**config.mk**
```make
export PLATFORM = sky130hd
export DESIGN_NAME = ps2_key_scheduler
export DESIGN_NICKNAME = d
export VERILOG_FILES = /design/src/rtl/ps2_key_scheduler.sv
export SDC_FILE = /design/constraint.sdc
export NUM_CORES = 1
export LEC_CHECK = 0
export CAP_MARGIN = 5
export CORE_ASPECT_RATIO = 0.7
export CORE_MARGIN = 5
export CORE_UTILIZATION = 40
export CTS_CLUSTER_DIAMETER = 80
export CTS_CLUSTER_SIZE = 24
export DETAILED_ROUTE_END_ITERATION = 16
export DONT_BUFFER_PORTS = 1
export GPL_TIMING_DRIVEN = 0
export PLACE_DENSITY = 0.65
export SLEW_MARGIN = 20
export SYNTH_ARGS = -nofsm -noshare
export SYNTH_HDL_FRONTEND = slang
export SYNTH_SLANG_ARGS = --single-unit
```
**constraint.sdc**
```tcl
create_clock -name CLOCK_50 -period 5.7 [get_ports CLOCK_50]
set_input_delay 1.14 -clock CLOCK_50 [delete_from_list [all_inputs] [get_ports CLOCK_50]]
set_output_delay 1.14 -clock CLOCK_50 [all_outputs]
set_load 0.01 [all_outputs]
```
**src/rtl/ps2_key_scheduler.sv**
```systemverilog
// Frame-paced PS/2 keycode scheduler and gamepad arbiter for the Gigatron IN port.
// Define PS2_SCHED_FIFO_EN for a circular-buffer queue; otherwise one holding register.
module ps2_key_scheduler #(
   parameter int HOLD_FRAMES     = 2,
   parameter int GAP_FRAMES      = 1,
   parameter int FIFO_DEPTH_LOG2 = 2
) (
   input  logic       CLOCK_50,
   input  logic       reset_n,
   input  logic [7:0] ps2_data,
   input  logic       ps2_ready,
   output logic       ps2_sending,
   input  logic [7:0] pad_data,
   input  logic       vsync_n,
   output logic [7:0] in_data,
   output logic [7:0] drop_cnt
);

   typedef enum logic [1:0] {S_IDLE, S_HOLD, S_GAP} state_t;

   localparam logic [3:0] HOLD_N = 4'(HOLD_FRAMES);
   localparam logic [3:0] GAP_N  = 4'(GAP_FRAMES);

   logic       rdy_q;
   logic [7:0] last_q;
   logic       send_q;
   logic [7:0] drop_q;
   logic       cap;
   logic       push;
   logic       pop;
   logic       full;
   logic       empty;
   logic [7:0] head;

   assign cap = ps2_ready && ps2_data != 8'hFF
             && (!rdy_q || ps2_data != last_q);
   // A pop on the same cycle frees a slot, so a full queue still accepts
   assign push = cap && (!full || pop);

   always_ff @(posedge CLOCK_50 or negedge reset_n) begin
      if (!reset_n) begin
         rdy_q  <= 1'b0;
         last_q <= 8'hFF;
         send_q <= 1'b0;
         drop_q <= 8'h00;
      end else begin
         rdy_q  <= ps2_ready;
         send_q <= cap;
         if (cap)
            last_q <= ps2_data;
         if (cap && !push && drop_q != 8'hFF)
            drop_q <= drop_q + 8'd1;
      end
   end

`ifdef PS2_SCHED_FIFO_EN
   localparam int DEPTH = 1 << FIFO_DEPTH_LOG2;
   localparam logic [FIFO_DEPTH_LOG2-1:0] P_ONE = 1;
   localparam logic [FIFO_DEPTH_LOG2:0]   C_ONE = 1;
   localparam logic [FIFO_DEPTH_LOG2:0]   C_MAX = DEPTH;

   logic [7:0]                 mem_q [DEPTH];
   logic [FIFO_DEPTH_LOG2-1:0] wptr_q;
   logic [FIFO_DEPTH_LOG2-1:0] rptr_q;
   logic [FIFO_DEPTH_LOG2:0]   cnt_q;

   assign full  = cnt_q == C_MAX;
   assign empty = cnt_q == '0;
   assign head  = mem_q[rptr_q];

   always_ff @(posedge CLOCK_50) begin
      if (push)
         mem_q[wptr_q] <= ps2_data;
   end

   always_ff @(posedge CLOCK_50 or negedge reset_n) begin
      if (!reset_n) begin
         wptr_q <= '0;
         rptr_q <= '0;
         cnt_q  <= '0;
      end else begin
         if (push)
            wptr_q <= wptr_q + P_ONE;
         if (pop)
            rptr_q <= rptr_q + P_ONE;
         if (push && !pop)
            cnt_q <= cnt_q + C_ONE;
         else if (pop && !push)
            cnt_q <= cnt_q - C_ONE;
      end
   end
`else
   localparam int unused_depth_log2 = FIFO_DEPTH_LOG2;

   logic [7:0] hold_q;
   logic       valid_q;

   assign full  = valid_q;
   assign empty = !valid_q;
   assign head  = hold_q;

   always_ff @(posedge CLOCK_50 or negedge reset_n) begin
      if (!reset_n) begin
         hold_q  <= 8'hFF;
         valid_q <= 1'b0;
      end else if (push) begin
         hold_q  <= ps2_data;
         valid_q <= 1'b1;
      end else if (pop) begin
         valid_q <= 1'b0;
      end
   end
`endif

   logic s1_q;
   logic s2_q;
   logic s3_q;
   logic tick;

   always_ff @(posedge CLOCK_50 or negedge reset_n) begin
      if (!reset_n) begin
         s1_q <= 1'b1;
         s2_q <= 1'b1;
         s3_q <= 1'b1;
      end else begin
         s1_q <= vsync_n;
         s2_q <= s1_q;
         s3_q <= s2_q;
      end
   end

   assign tick = s3_q && !s2_q;

   state_t     state_q;
   state_t     state_d;
   logic [3:0] frm_q;
   logic [3:0] frm_d;
   logic [7:0] key_q;
   logic [7:0] in_q;
   logic [7:0] in_d;
   logic       pad_act;
   logic       go;

   assign pad_act = pad_data != 8'hFF;
   assign go      = tick && !pad_act;

   always_ff @(posedge CLOCK_50 or negedge reset_n) begin
      if (!reset_n) begin
         state_q <= S_IDLE;
         frm_q   <= 4'd0;
         key_q   <= 8'hFF;
         in_q    <= 8'hFF;
      end else begin
         state_q <= state_d;
         frm_q   <= frm_d;
         in_q    <= in_d;
         if (pop)
            key_q <= head;
      end
   end

   always_comb begin
      state_d = state_q;
      frm_d   = frm_q;
      if (go) begin
         unique case (state_q)
            S_HOLD: begin
               if (frm_q < HOLD_N) begin
                  frm_d = frm_q + 4'd1;
               end else begin
                  state_d = S_GAP;
                  frm_d   = 4'd1;
               end
            end
            S_GAP: begin
               // Gap ending falls straight into the idle rule
               if (frm_q < GAP_N) begin
                  frm_d = frm_q + 4'd1;
               end else if (!empty) begin
                  state_d = S_HOLD;
                  frm_d   = 4'd1;
               end else begin
                  state_d = S_IDLE;
                  frm_d   = 4'd0;
               end
            end
            default: begin
               if (!empty) begin
                  state_d = S_HOLD;
                  frm_d   = 4'd1;
               end
            end
         endcase
      end
   end

   always_comb begin
      pop  = 1'b0;
      in_d = in_q;
      if (tick && pad_act) begin
         in_d = pad_data;
      end else if (go) begin
         pop = state_d == S_HOLD && state_q != S_HOLD;
         if (pop)
            in_d = head;
         else if (state_d == S_HOLD)
            in_d = key_q;
         else
            in_d = 8'hFF;
      end
   end

   assign ps2_sending = send_q;
   assign in_data     = in_q;
   assign drop_cnt    = drop_q;

endmodule

```
After elaboration in Yosys (flattened, before gate mapping)
Cells that the tools add are included.
{ "classes": {"eq_ne": 8, "reduce_logical": 20, "n_bitwise": 0, "multipliers": 0, "muxes": 19, "add_sub_neg": 2, "order_cmp": 2, "div": 0, "shift": 0} }
{ "op_table": {"columns": ["op", "n"], "rows": [
  ["$mux 8", 4],
  ["$ne 8x8->1 const B", 3],
  ["$mux 4", 3],
  ["$logic_and 1x1->1", 9],
  ["$add 8x1->8 const B", 1],
  ["$mux 2", 4],
  ["$ne 8x8->1", 1],
  ["$pmux 4 s2", 1],
  ["$mux 1", 6],
  ["$logic_not 1->1", 5],
  ["$add 4x1->4 const B", 1],
  ["$eq 2x1->1 const B", 2],
  ["$lt 4x1->1 const B", 1],
  ["$lt 4x2->1 const B", 1],
  ["$pmux 2 s2", 1],
  ["$reduce_bool 2->1", 2],
  ["$reduce_bool 3->1", 1],
  ["$eq 2x2->1 const B", 1],
  ["$logic_or 1x1->1", 2],
  ["$ne 2x1->1 const B", 1],
  ["$reduce_and 2->1", 1]
]} }
{ "totals": {"ff_bits": 52, "input_bits": 20, "latch_bits": 0, "ramBits": 0, "rom_bits": 0, "mem_count": 0} }

Longest topological paths before layout
Gate-level depths: netlist of the first run.
{ "logic_depth": {"word_depth": 13, "mapped_depth": 9, "depth_no_buf": 8} }

Least setup slack after synthesis of the first run
Ideal clock, no wire load.
{ "synth_path": {"path_kind": "input port to flip-flop", "start": "in pad_data[6]", "end": "reg hold_q[0] (netlist: head[0])", "t_arrival_ns": 2.681, "cell_stages": 6, "n_path_buf": 0, "setup_ns": 0.082, "path_slack_ns": 2.937, "required_time_ns": 5.618, "path_cell_list": "nand4_1 or3_4 nor3_4 o211ai_4 a21boi_4 mux2_2"} }
{ "synth_between": {"elab_chain_cells": 10} }
{ "synth_lines": {"columns": ["element", "line", "source"], "rows": [
  ["start: declaration", "13", "input logic [7:0] pad_data,"],
  ["$ne 8x8->1 *", "144", "assign pad_act = pad_data != 8'hFF;"],
  ["$logic_not 1->1", "145", "assign go = tick && !pad_act;"],
  ["$logic_and 1x1->1", "145", null],
  ["$mux 2", "165", "if (go) begin"],
  ["$eq 2x1->1", "203", "pop = state_d == S_HOLD && state_q != S_HOLD;"],
  ["$logic_and 1x1->1", "203", null],
  ["$mux 1", "202", "end else if (go) begin"],
  ["$mux 1 *", "200", "if (tick && pad_act) begin"],
  ["$logic_or 1x1->1 *", "38", "assign push = cap && (!full || pop);"],
  ["$logic_and 1x1->1 *", "38", null],
  ["end signal: assignment", "107", "hold_q <= ps2_data;"],
  ["end: declaration", "95", "logic [7:0] hold_q;"]
]} }
Mark *: on every way between the ends. The rest lies on a longest branch, timed or not.
A chain may end at the register's enable or synchronous reset.

Worst setup path after layout of the first run
{ "layout_path": {"start": "in pad_data[6]", "end": "reg hold_q[1] (netlist: head[1])"} }
The elaborated chain is that of the path after synthesis.

==> run_results.csv, run 1 <==
group,metric,value,unit
outcome,run_status,"completed",
clock_network,cts_hold_buf,0,
sta,tns,0,ps
pwr,p_comb_share,11.6,%
die,start_util,40.87,%
pwr,clkPwrFrac,29.2,%
die,die_w,104.8,um
pwr,power,0.0008377,W
sta,worst_slew_pin_slew,580.0,ps
die,core,6156,um2
critical_path,path_class,"in2reg",
routing,wl_per_cell,16.03,um
sta,skew,5.028,ps
routing,routed_wl,4745,um
synthesis,muxShareOfSynthArea,14.77,%
clock_network,cts-buffers-inserted,5,
critical_path,cp-start-kind,"input port",
clock_network,tritoncts,"done",
routing,dr_total_vias,1591,
critical_path,critPathMaxFanout,8,
pwr,switchingPower,0.0002381,W
global_route,overflow,0,
pwr,p_int,0.0005997,W
clock_network,cts.sinks,52,
sta,maxSlewHeadroom,61.17,%
synthesis,synthesis.nets,235,
place,io_buffers,0,
place,dpl_cell_area,2614,um2
clock_network,clk-insertion-delay-late,310,ps
synthesis,yosys.area_share.simple,12.83,%
synthesis,synthXorXnorAreaFrac,5.221,%
pwr,peakVddDrop,124.6,uV
synthesis,synth_common_cells,"35 x dfstp_2, 31 x mux2_2, 20 x o21ai_0, 17 x dfrtp_1, 13 x nand2_1",
synthesis,synth_top_family_by_area,"multiplexers",
global_route,antenna_found_initial,0,
synthesis,post-synth-top-count-cell,"dfstp_2",
synthesis,synth_area_leaders,"dfstp_2 37%, dfrtp_1 17%, mux2_2 14%, o21ai_0 4.0%, xor2_1 3.8%",
global_route,grt_max_degree,53,
sta,fin_crit,2726,ps
routing,drc,0,
pwr,power_density,307.6,nW/um2
hold_path,min_path_type,"reg2reg",
synthesis,ys_seq_area_share,53.46,%
synthesis,synth.top_cell.area_share,36.55,%
synthesis,avgSynthCellArea,11.98,um2
clock_network,cts_setup_buffers,0,
synthesis,netlist_area,2516,um2
job,drv_cap,0,
synthesis,ys_types,42,
critical_path,r2r_setup_slack,3090,ps
synthesis,ys.flop_type,"dfstp_2",
die,num_io_pins,37,
routing,dr.pass1.iters,4,
global_route,track_usage,12.62,%
routing,viasPerCell,5.375,
synthesis,synth_compound_area_share,9.000,%
sta,setup_violations,0,
synthesis,synth_async_sr_flop_share,100.0,%
sta,hold_viol,0,
sta,rsz0062_at_grt,"no",
critical_path,critPathArrivalTime,2970,ps
sta,fin_crit_sh,47.82,%
synthesis,synth_edf_count,0,
layout,drive_gt1_share,38.53,%
clock_network,clockBufferDepth,2,
critical_path,worstPathRequired,5950,ps
sta,finalMaxSlewViolations,0,
synthesis,ys_ff_latch,52,
pwr,p_seq_share,59.2,%
clock_network,cts_root_buf,"clkbuf_8",
synthesis,yosysTopAreaCell,"dfstp_2",
pwr,swShare,28.42,%
synthesis,ys_warn_count,0,
die,die_area,8002,um2
place,place_congestion,0.8010,
routing,first_iter_violations,103,
clock_network,clk_pin_slew_worst_paths,100,ps
layout,area_growth_syn_to_layout,8.255,%
pwr,leakage,1.089,nW
synthesis,synth_fa_ha_area_share,2.486,%
die,fp-row-count,24,
routing,final_antenna_net_count,0,
place,dpl.hpwl,3545,um
die,dieHeight,76.36,um
layout,final_area,2724,um2
global_route,grt_pass1_vias,1679,
critical_path,end_kind,"flip-flop",
layout,insertedDiodeCount,0,
clock_network,htreeDepth,2,
synthesis,syn_inst,210,
global_route,grt_first_pass_wirelength,8314,um
clock_network,cts_resized,0,
layout,nNetsFinal,242,
sta,fmax,366.8,MHz
[critical path: stages]
cell      delay, ps
nand4_1         200
or3_4           480
nor3_4          260
o211ai_4        160
a21boi_4        350
mux2_2          380
[stage by stage]
step	cells	hold slack (ps)	utilization (%)	setup WS, ps
after floorplan	210	345.2	-	2937
after global placement	288	346.7	42.46	2688
after detailed placement	288	354.6	42.46	2642
after CTS	296	375.6	44.25	2985
after global routing	296	383.6	44.25	2890
final	296	366.9	44.25	2974
[final cells by class]
class / count / area (um2)
fill: 572 / 3432
sequential: 52 / 1345
multi-input combinational: 144 / 1115
tap: 78 / 97.59
clock buffer: 6 / 93.84
inverter: 8 / 30.03
buffer: 6 / 26.28
clock inverter: 2 / 16.27
[layout by cell type, fill, tap and decap left out, drive strengths merged, types with 2 or more instances in the layout]
| cell | n |
|---|---|
| o211ai | 2 |
| or3 | 2 |
| nand4 | 5 |
| xor2 | 11 |
| o22ai | 2 |
| nand2 | 13 |
| dfrtp | 17 |
| nor2b | 2 |
| buf | 4 |
| dfstp | 35 |
| nand3 | 11 |
| ha | 5 |
| nor2 | 7 |
| and2 | 2 |
| a21oi | 4 |
| xnor2 | 4 |
| inv | 9 |
| mux2 | 33 |
| o21ai | 20 |
| nor4b | 2 |
| nor3 | 5 |
| clkbuf | 8 |
[final timing paths]
| path | from | depth (start not counted) | end |
|---|---|---|---|
| max | pad_data[6] | 6 | head[1]$_DFFE_PN1P_ |
| min in group asynchronous | reset_n | 0 | drop_cnt[1]$_DFFE_PN0P_ |
| max in group asynchronous | reset_n | 0 | key_q[6]$_DFFE_PN1P_ |
| min reg2reg | s1_q$_DFF_PN1_ | 0 | s2_q$_DFF_PN1_ |
| min | s1_q$_DFF_PN1_ | 0 | s2_q$_DFF_PN1_ |
| max reg2reg | state_q[0]$_DFF_PN0_ | 8 | key_q[3]$_DFFE_PN1P_ |
[state kept, by name (all words and copies together) (netlist names)]
name,cells
drop_cnt,8
rdy_q,1
s2_q,1
key_q,8
in_data,8
last_q,8
head,8
state_q,2
s3_q,1
s1_q,1
ps2_sending,1
full,1
frm_q,4
[per-layer routing]
layer,share of wire (%),GRT usage [%]
met5,0,0
met4,1.1,3.193
met3,5.7,4.318
met2,46,19.85
met1,47,16.71
[power groups by stage]
stage | clock network [W] | logic, W | registers [W]
final | 0.000244 | 0.0000971 | 0.000496
after global routing | 0.000270 | 0.000112 | 0.000506
after CTS | 0.000256 | 0.0000985 | 0.000498
after detailed placement | 0 | 0.0000970 | 0.000504
after global placement | 0 | 0.0000940 | 0.000502
after floorplan | 0 | 0.0000829 | 0.000488
[cell families after synthesis]
family	count (synthesis)
AOI/OAI and AO/OA	34
xor gates and xnor gates	15
adders and majority gates	5
buffers and inverters	14
DFF	52
muxes	33
and+or+nand+nor	57
(Power assumes the default switching activity.)
==> run 2: changes to the inputs <==
- clock period: 5.7 -> 2.65 ns (I/O delays scaled with it)
==> run 2 against run 1 <==
Effect of this change: flip-flop and latch count stayed put; critical path depth is 2 higher; final cell count is 0.68% higher; non-clock buffer count is 2 higher; via count is 0.94% higher; clock power is 120% higher; global-route usage is 0.25 points higher; sequential share of layout area is 0.38 points lower; first-iteration DRC count is 18% higher; utilization is 0.35 points higher; die area stayed put; critical path type is now reg2reg; critical endpoint is now key_q[3]$_DFFE_PN1P_.
==> run_results.csv, run 2 (synthesis results as in run 1) <==
group,metric,value,unit
job,drv_cap,0,
pwr,swShare,28.71,%
critical_path,path_delay_family,"compound AO/OA/AOI/OAI gates",
place,io_buffers,0,
sta,fmax,399.0,MHz
critical_path,worstPathCellList,"inv_1 > ha_1 > nand4bb_1 > a2111oi_1 > o22ai_2 > o211ai_4 > buf_4 > mux2_2",
pwr,p_seq_share,58.9,%
die,core,6156,um2
layout,drive_gt1_share,38.64,%
routing,drc,0,
layout,final_area,2745,um2
outcome,run_status,"completed",
routing,viasPerCell,5.389,
place,dpl_cell_area,2614,um2
critical_path,cp-start-kind,"flip-flop",
pwr,power,0.001811,W
routing,routed_wl,4850,um
global_route,overflow,0,
layout,insertedDiodeCount,0,
critical_path,rr_endpoint,"key_q[3]$_DFFE_PN1P_",
sta,tns,0,ps
die,die_area,8002,um2
critical_path,critPathMaxStageDelay,440,ps
routing,first_iter_violations,122,
pwr,power_density,659.6,nW/um2
die,dieHeight,76.36,um
critical_path,reg2reg_from,"state_q[0]$_DFF_PN0_",
sta,skew,6.502,ps
clock_network,clk_pin_slew_worst_paths,100,ps
pwr,clkPwrFrac,29.2,%
layout,layout_commonest_cell,"dfstp_2",
pwr,p_comb_share,11.9,%
place,dpl.hpwl,3545,um
clock_network,cts_root_buf,"clkbuf_8",
critical_path,critPathBufInv,2,
clock_network,tritoncts,"done",
critical_path,r2r_setup_slack,140,ps
sta,hold_viol,0,
critical_path,critPathMaxFanout,10,
global_route,grtUsageMet1,16.93,%
layout,area_growth_syn_to_layout,9.100,%
global_route,met2_usage,20.23,%
global_route,grt_pass1_vias,1713,
routing,wl_per_cell,16.28,um
global_route,grt_first_pass_wirelength,8445,um
die,fp-row-count,24,
sta,setup_violations,0,
sta,maxSlewHeadroom,44.90,%
clock_network,htreeDepth,2,
sta,worst_slew_pin_slew,823.8,ps
global_route,grt-busiest-layer,"met2",
layout,nNetsFinal,244,
clock_network,cts.sinks,52,
routing,dr.pass1.iters,4,
clock_network,clockBufferDepth,2,
sta,rsz0062_at_grt,"no",
sta,fin_hold_ws,57.85,ps
critical_path,cp_slowest_cell,"a2111oi_1",
critical_path,end_kind,"flip-flop",
pwr,leakage,1.100,nW
pwr,p_int,0.001291,W
die,num_io_pins,37,
critical_path,reg2reg_depth,8,
global_route,track_usage,12.87,%
layout,post-route-util,44.59,%
routing,final_antenna_net_count,0,
place,place_congestion,0.8010,
hold_path,min_path_type,"in2async",
clock_network,cts-buffers-inserted,5,
critical_path,worstPathRequired,2890,ps
sta,finalMaxSlewViolations,0,
sta,fin_crit_sh,94.56,%
pwr,peakVddDrop,272.6,uV
critical_path,critPathArrivalTime,2750,ps
global_route,antenna_found_initial,0,
global_route,grt_max_degree,37,
pwr,switchingPower,0.0005198,W
die,die_w,104.8,um
sta,fin_crit,2506,ps
routing,dr_total_vias,1606,
clock_network,clk-insertion-delay-late,310,ps
die,start_util,40.87,%
critical_path,path_class,"reg2reg",
global_route,grt.met3_usage,4.403,%
layout,layout_common_cells,"35 x dfstp_2, 31 x mux2_2, 20 x o21ai_0",
run 2: changes by cell type in the layout (fill, tap and decap cells not counted):
cell	delta
buf_4	+2
a2111oi_0	-1
a2111oi_1	+1
buf_2	-1
dlygate4sd3_1	+1
run 2: cell type report:
type,count,area (um2)
Timing Repair Buffer,2,17.52
Inverter,8,30.03
Clock buffer,6,93.84
Multi-Input combinational cell,144,1116
Sequential cell,52,1345
Clock inverter,2,16.27
Buffer,6,28.78
Tap cell,78,97.59
Fill cell,569,3411
run 2: routing by layer:
metal,vias up,wire (um)
met5,-,0
met4,0,70
met3,9,312
met2,35,2238
met1,799,2229
li1,763,-
run 2: worst max path at each step:
| stage | start | end | cells after the start |
|---|---|---|---|
| floorplan | state_q[1]$_DFF_PN0_ | key_q[0]$_DFFE_PN1P_ | 7 |
| global placement | state_q[1]$_DFF_PN0_ | key_q[6]$_DFFE_PN1P_ | 7 |
| detailed placement | state_q[0]$_DFF_PN0_ | key_q[3]$_DFFE_PN1P_ | 8 |
| CTS | state_q[1]$_DFF_PN0_ | key_q[3]$_DFFE_PN1P_ | 7 |
| global route | frm_q[1]$_DFFE_PN0P_ | key_q[0]$_DFFE_PN1P_ | 8 |
| finish | state_q[0]$_DFF_PN0_ | key_q[3]$_DFFE_PN1P_ | 8 |
run 2: power by group through the flow:
| stage | clock network, W | registers (W) | logic, W |
|---|---|---|---|
| after floorplan | 0 | 0.00105 | 0.000178 |
| after detailed placement | 0 | 0.00108 | 0.000209 |
| after global placement | 0 | 0.00108 | 0.000202 |
| after CTS | 0.000552 | 0.00107 | 0.000219 |
| after global routing | 0.000581 | 0.00109 | 0.000248 |
| final | 0.000528 | 0.00107 | 0.000215 |
run 2: stage by stage:
stage	std cells	setup slack, ps
6_report	298	144.0
3_5_place_dp	288	25.06
4_1_cts	297	5.314
5_1_grt	298	1.637
2_1_floorplan	210	295.0
3_3_place_gp	288	79.02
run 2: timing repair:
item,4_1_cts,5_1_grt
setup endpoints to repair,0,11
hold endpoints to repair,17,0
hold buffers,1,0
gates resized for setup,0,3
buffers inserted,0,1
